<file path="config.mk">
export PLATFORM = sky130hd
export DESIGN_NAME = hazard_control_unit
export DESIGN_NICKNAME = d
export VERILOG_FILES = /design/src/rtl/hazard_control_unit.sv
export SDC_FILE = /design/constraint.sdc
export NUM_CORES = 1
export LEC_CHECK = 0
export CAP_MARGIN = 20
export CORE_AREA = 2 2 39 41
export DETAILED_ROUTE_END_ITERATION = 10
export DIE_AREA = 0 0 41 43
export GPL_TIMING_DRIVEN = 0
export PLACE_DENSITY_LB_ADDON = 0.05
export RECOVER_POWER = 100
export SETUP_SLACK_MARGIN = 0.02
export SLEW_MARGIN = 40
export SYNTH_ARGS = -nofsm -noshare
export SYNTH_HDL_FRONTEND = slang
export SYNTH_SLANG_ARGS = --single-unit
</file>
<file path="constraint.sdc">
create_clock -name CLK -period 2.05 [get_ports CLK]
set_input_delay 0.41 -clock CLK [delete_from_list [all_inputs] [get_ports CLK]]
set_output_delay 0.41 -clock CLK [all_outputs]
set_load 0.005 [all_outputs]
</file>
<file path="src/rtl/hazard_control_unit.sv">
// hazard_control_unit
// Pipeline hazard controller for the 5-stage OTTER core, placed beside ID.
// Produces PC / IF_ID write enables, the ID_EX bubble select and stage
// flushes from three sources:
//   - load-use hazards, stretched to LOAD_STALL_CYCLES cycles
//   - taken branches/jumps resolved in EX (two-instruction squash)
//   - a data-memory busy handshake that freezes the whole pipeline
// Optional build macro HAZARD_PERF_CNT_EN adds saturating STALL_CNT and
// FLUSH_CNT performance counters; without it those ports do not exist.

module hazard_control_unit #(
  parameter int REG_ADDR_W        = 5,
  parameter int LOAD_STALL_CYCLES = 1   // legal range 1..15
) (
  input  logic                  CLK,
  input  logic                  RST_N,
  input  logic                  ID_EX_MemRead,
  input  logic [REG_ADDR_W-1:0] ID_EX_RD,
  input  logic [REG_ADDR_W-1:0] IF_ID_RS1,
  input  logic [REG_ADDR_W-1:0] IF_ID_RS2,
  input  logic                  IF_ID_RS1_USED,
  input  logic                  IF_ID_RS2_USED,
  input  logic                  EX_BRANCH_TAKEN,
  input  logic                  MEM_BUSY,
  output logic                  PCWrite,
  output logic                  IF_ID_Write,
  output logic                  select,
  output logic                  IF_ID_Flush,
  output logic                  ID_EX_Flush,
  output logic                  PIPE_HOLD
`ifdef HAZARD_PERF_CNT_EN
  ,
  output logic [31:0]           STALL_CNT,
  output logic [31:0]           FLUSH_CNT
`endif
);

  // The first stall cycle is spent in RUN, so LOAD_STALL covers the
  // remaining LOAD_STALL_CYCLES-1 cycles, counting down to zero.
  localparam int CNT_W = (LOAD_STALL_CYCLES > 1) ? $clog2(LOAD_STALL_CYCLES) : 1;
  localparam logic [CNT_W-1:0] CNT_LOAD =
    CNT_W'((LOAD_STALL_CYCLES > 1) ? LOAD_STALL_CYCLES - 2 : 0);
  localparam logic [CNT_W-1:0] CNT_ONE = CNT_W'(1);

  typedef enum logic {
    RUN        = 1'b0,
    LOAD_STALL = 1'b1
  } state_t;

  state_t           state, state_nxt;
  logic [CNT_W-1:0] cnt, cnt_nxt;
  logic             hz;

  // Load-use hazard: EX load writes a non-x0 register that ID really reads.
  assign hz = ID_EX_MemRead && (ID_EX_RD != '0) &&
              ((IF_ID_RS1_USED && (IF_ID_RS1 == ID_EX_RD)) ||
               (IF_ID_RS2_USED && (IF_ID_RS2 == ID_EX_RD)));

  // State register: FSM state and stall down-counter.
  always_ff @(posedge CLK or negedge RST_N) begin
    if (!RST_N) begin
      state <= RUN;
      cnt   <= '0;
    end else begin
      // NOTE: sequential state uses non-blocking assignments so every
      // register samples pre-edge values regardless of block ordering.
      state <= state_nxt;
      cnt   <= cnt_nxt;
    end
  end

  // Next-state logic: busy freezes, branch aborts, hazard enters stall.
  always_comb begin
    // NOTE: defaulting every always_comb output first prevents latch
    // inference on paths that do not assign it.
    state_nxt = state;
    cnt_nxt   = cnt;
    if (!MEM_BUSY) begin
      if (EX_BRANCH_TAKEN) begin
        state_nxt = RUN;
        cnt_nxt   = '0;
      end else if (state == RUN) begin
        if (hz && (LOAD_STALL_CYCLES > 1)) begin
          state_nxt = LOAD_STALL;
          cnt_nxt   = CNT_LOAD;
        end
      end else if (cnt == '0) begin
        state_nxt = RUN;
      end else begin
        cnt_nxt = cnt - CNT_ONE;
      end
    end
  end

  // Output logic: prioritised reset > busy > branch > stall > run.
  always_comb begin
    PCWrite     = 1'b1;
    IF_ID_Write = 1'b1;
    select      = 1'b1;
    IF_ID_Flush = 1'b0;
    ID_EX_Flush = 1'b0;
    PIPE_HOLD   = 1'b0;
    if (!RST_N) begin
      PCWrite     = 1'b0;
      IF_ID_Write = 1'b0;
      select      = 1'b0;
      IF_ID_Flush = 1'b1;
      ID_EX_Flush = 1'b1;
    end else if (MEM_BUSY) begin
      PCWrite     = 1'b0;
      IF_ID_Write = 1'b0;
      PIPE_HOLD   = 1'b1;
    end else if (EX_BRANCH_TAKEN) begin
      // Squash both younger instructions; a coincident hazard is moot.
      select      = 1'b0;
      IF_ID_Flush = 1'b1;
      ID_EX_Flush = 1'b1;
    end else if ((state == LOAD_STALL) || hz) begin
      // hz is not consulted in LOAD_STALL: ID_EX already holds a bubble.
      PCWrite     = 1'b0;
      IF_ID_Write = 1'b0;
      select      = 1'b0;
    end
  end

`ifdef HAZARD_PERF_CNT_EN
  // Performance counters: saturating stall and flush cycle counts.
  always_ff @(posedge CLK or negedge RST_N) begin
    if (!RST_N) begin
      STALL_CNT <= '0;
      FLUSH_CNT <= '0;
    end else begin
      if (!PCWrite && !MEM_BUSY && (STALL_CNT != '1)) STALL_CNT <= STALL_CNT + 32'd1;
      if (IF_ID_Flush && (FLUSH_CNT != '1))           FLUSH_CNT <= FLUSH_CNT + 32'd1;
    end
  end
`endif

endmodule

</file>
Word-level counts from Yosys, hierarchy flattened
Index checks and enable logic that the tools add are counted.

Flip-flop bits (word level): 2. Bits in latches: 0. Memory bits (writable): 0. Bits in read-only memories: 0. Input bits: 22. Output and inout port bits: 6. Logic and storage cells: 33. Memories kept: 0.

Add/sub/neg operators: 1. Multiply operators: 0. Divide/modulo/power cells: 0. Order comparisons: 0. Equal/unequal tests: 2. Shift operators: 0. Muxes and demuxes: 18. Bitwise operators: 1. Reductions and logical operators: 9.

Operator list (count): 1-bit 2-to-1 mux (18); 5-bit equality test (2); 5-bit nonzero test (1); 1-bit logical AND (4); 1-bit logical OR (2); 2-bit AND reduction (1); 2-bit nonzero test (1); 1-bit inverter (1); 1-bit subtractor, second input constant (1).

Longest topological paths before layout
Depth in word-level cells: 9. Depth in mapped cells: 5. Depth with buffers taken out: 4.

Worst setup path after synthesis
OpenSTA, ideal clock, no wires.

Kind: input -> output. Start point: input port ID_EX_RD[0]. End point: output port PCWrite. Arrival: 1.454 ns. Required time: 1.640 ns. Setup slack: 0.186 ns. Stages on the path: 5. Path buffers: 1. Cells stage by stage: or4_1 o21ai_2 nor2_1 a21oi_1 buf_4.

Longest elaborated chain between the ends: 9. Elaborated cells on any way between the ends: 13. Those cells by class: eq/ne: 2; mux: 4; reduce/logical: 7.

RTL lines: start: declaration (RTL line 18) `input logic [REG_ADDR_W-1:0] ID_EX_RD,`; 5-bit equality test (on tied branches) (RTL line 56, 57); 1-bit logical AND (on tied branches) (RTL line 56, 57); 1-bit logical OR (RTL line 56) `((IF_ID_RS1_USED && (IF_ID_RS1 == ID_EX_RD)) ||`; 1-bit logical AND * (RTL line 55) `assign hz = ID_EX_MemRead && (ID_EX_RD != '0) &&`; 1-bit logical OR * (RTL line 118) `end else if ((state == LOAD_STALL) || hz) begin`; 1-bit 2-to-1 mux * (4 in a row); end: declaration (RTL line 25) `output logic PCWrite,`.

Mark *: on every way between the ends. The rest lies on a longest branch, timed or not.

Worst setup path in the final report
Start point: input port IF_ID_RS1[0]. End point: output port select.

Longest elaborated chain between the ends: 9.

RTL lines: start: declaration (RTL line 19) `input logic [REG_ADDR_W-1:0] IF_ID_RS1,`; 5-bit equality test (RTL line 56); 1-bit logical AND (RTL line 56); 1-bit logical OR (RTL line 56); 1-bit logical AND (RTL line 55); 1-bit logical OR (RTL line 118); 1-bit 2-to-1 mux (RTL line 118); 1-bit 2-to-1 mux (RTL line 113) `end else if (EX_BRANCH_TAKEN) begin`; 1-bit 2-to-1 mux (RTL line 109) `end else if (MEM_BUSY) begin`; 1-bit 2-to-1 mux (RTL line 103) `if (!RST_N) begin`; end: declaration (RTL line 27) `output logic select,`.

Every way passes these cells.

==> flow_results.org <==
** STA
- The max-slew violation count is 0.
- At the pin with the least slew margin, the transition time is roughly 0.22 ns.
- Setup violations remaining at the end of the flow were counted as 0.
- Headroom to the max-slew limit came out at approximately 86%.
- The final-report hold violation count is 0.
- Dividing the final minimum period by the clock period gives about 97%.
- Subtracting the final worst setup slack from the clock period gives around 2 ns.
- For the final routed database, the setup TNS stands at 0 ns.
- Setup repair after global routing could not meet its margin everywhere.
- Max frequency :: approximately 0.50 GHz

** Route
- Via/cell ratio :: just under 4
- Total via count in the routed design :: around 290
- Max layer used :: met3
- The detailed router put a total of 233 µm of wire on met1.
- In this run the remaining antenna-violating nets after routing total 0.
- DR WL met3 :: roughly 110 µm
- Detailed routing placed a total of roughly 350 µm of wire on met2.
- Number of design-rule violations left by the first detailed-router iteration :: 1
- For this run, the detailed router's first-pass iteration total came to 2.
- After detailed routing, the average wire length per cell comes to around 9.5 µm.
- DRC violation count after routing :: 0
- Final Routed Wirelength :: 693 µm

** Synthesis
- The Yosys step of the flow raised 0 warnings.
- In the synthesized netlist, the number of instances is 27.
- A synthesized cell averages 6.81 µm².
- Number of nets produced by synthesis :: 49
- For this run, the register share of the synthesized area comes to 0%.
- In this run the cell area of the synthesized design comes to between 150 and 200 µm².
- Yosys mapped the design onto 13 distinct sky130hd cell types.

** Floorplanning
- 28 I/O pins were placed.
- Area of the die :: about 1800 µm²
- Number of rows in the core area :: 14
- The initial utilization of the core area, before any placement, comes to between 10% and 20%.
- Width of the die :: between 40 and 50 µm
- The region available for standard cell placement spans around 1400 µm².
- Chip Height :: 43 µm

** Status
- Run status :: finished clean

** Power and ir drop
- Fraction of power spent switching nets :: between 30% and 40%
- Part of the power in combinational logic :: between 90% and 100%
- Leakage Power :: between 0.2 and 0.3 nW
- In this run, flip-flops and latches consume 0% of the power.
- Overall power consumption after layout is estimated at 97.4 µW.
- Clock power frac :: 0%
- In this run the power density over the cells is around 180 nW/µm².
- Internal power consumption :: 65.0 µW
- The worst-case IR drop observed on VDD is roughly 0.053 mV.
- The analysis attributes to net switching a power of approximately 32 µW.

** Layout
- Leading cell types in the layout, fill and taps excluded :: sky130_fd_sc_hd__xnor2_1, sky130_fd_sc_hd__dlymetal6s2s_1, sky130_fd_sc_hd__clkdlybuf4s50_1
- In the final layout, the share of cells above drive strength 1 is between 30% and 40%.
- Final non-filler cell total :: 73
- Nets@finish :: slightly above 80
- Diodes inserted :: 0
- From synthesis to final layout, the design area changed by 190%.
- Number of flip-flops and latches :: 0
- Once layout is complete, the utilization of the core stands at around two fifths.
- After layout, the clock buffer instance count stands at 0.
- Summing all flip-flop and latch instances after layout gives 0 µm².

** Min path
- The worst hold path belongs to the class in -> out.

** Critical path
- Worst setup path class :: in -> out
- STA puts the critical path data required time at between 1.5 and 2 ns.
- STA classifies the critical path endpoint as an output pin.
- Nature of the critical path startpoint :: input pin
- In this run the worst path has a maximum fanout of 2.
- Arrival time worst endpoint :: approximately 1.6 ns

** Placed design
- In this run, placement finished with an instance count of 70.
- The congestion estimate from routability-driven global placement came to between 0.6 and 0.7.
- Detail Placement HPWL :: 588 µm
- Count of input and output buffers :: 27

** GRT
- Maximum number of pins on one net before global-route repair :: 5
- The number of global-route vias before repair came to approximately 280.
- The initial antenna violation count was 0.
- Global Route Usage Sum :: between 7 and 8%
- After global routing the overflow that remains totals 0.
- The first global-routing pass estimated 1.04 mm of wire.

** Job
- The tool flagged a number of max-cap violations equal to 0.

** Clocking
- The number of hold buffers added after CTS was 0.
[metrics by stage]
stage	setup slack (ns)	hold slack [ns]	area, µm²
2_1_floorplan	0.186	0.915	184
5_1_grt	-0.00305	1.28	533
6_report	0.0573	1.24	533
4_1_cts	-0.0522	1.38	464
3_5_place_dp	-0.824	1.82	474
3_3_place_gp	-0.816	1.81	474
[power groups by stage]
stage               Sequential (mW)  Clock [mW]  Combinational [mW]
floorplan                         0           0              0.0311
global placement                  0           0              0.0935
detailed placement                0           0              0.0949
CTS                               0           0              0.0917
global route                      0           0               0.107
finish                            0           0              0.0974
[synth_stat cells]
library cell | number | share of area, %
sky130_fd_sc_hd__a21oi_1 | 2 | 5.4
sky130_fd_sc_hd__o22ai_1 | 1 | 3.4
sky130_fd_sc_hd__xnor2_1 | 10 | 48
sky130_fd_sc_hd__and2_1 | 1 | 3.4
sky130_fd_sc_hd__nor2_1 | 2 | 4.1
sky130_fd_sc_hd__o21ai_0 | 1 | 2.7
sky130_fd_sc_hd__inv_1 | 1 | 2.0
sky130_fd_sc_hd__o21ai_2 | 1 | 4.8
sky130_fd_sc_hd__or4_1 | 1 | 4.1
sky130_fd_sc_hd__nand2b_1 | 1 | 3.4
sky130_fd_sc_hd__buf_4 | 2 | 8.2
sky130_fd_sc_hd__nand4_1 | 2 | 6.8
sky130_fd_sc_hd__nand2_1 | 2 | 4.1
[layer usage]
metal / vias up / track usage [%]
met5: - / 0
met4: 0 / 0
met3: 0 / 0.524
met2: 18 / 15.6
met1: 119 / 8.86
li1: 150 / -
[cells by family (layout without fill, tap and decap cells)]
group / Yosys count / after routing / share of synthesized area [%]
AND/OR/NAND/NOR: 9 / 9 / 25.9
AO/OA/AOI/OAI: 5 / 5 / 16.3
XOR/XNOR: 10 / 10 / 47.6
buffers and inverters: 3 / 33 / 10.2
[what timing repair did]
action | 4_1_cts | 5_1_grt
gates resized for setup | 34 | 22
pin swaps | 10 | 14
setup endpoints to repair | 5 | 3
setup buffers | 1 | 2
[critical path, cell delays in order]
cell                              delay, ns
sky130_fd_sc_hd__clkdlybuf4s50_1       0.47
sky130_fd_sc_hd__xnor2_1               0.11
sky130_fd_sc_hd__nand2_1               0.08
sky130_fd_sc_hd__o22ai_2               0.18
sky130_fd_sc_hd__clkbuf_4              0.16
sky130_fd_sc_hd__a21oi_1               0.05
sky130_fd_sc_hd__buf_2                 0.12
[path summary, 6_finish.rpt]
check	cells past startpoint	end	slack, ns	start
worst max-delay path	7	select	0.06	IF_ID_RS1[0]
worst min-delay path	4	select	1.24	MEM_BUSY
[layout make-up]
class / count / area, µm²
Fill cell: 148 / 851
Timing Repair Buffer: 30 / 298
Multi-Input combinational cell: 24 / 196
Tap cell: 16 / 20.0
Buffer: 2 / 15.0
Inverter: 1 / 3.75
No activity file was read; power rests on OpenSTA's default activity.
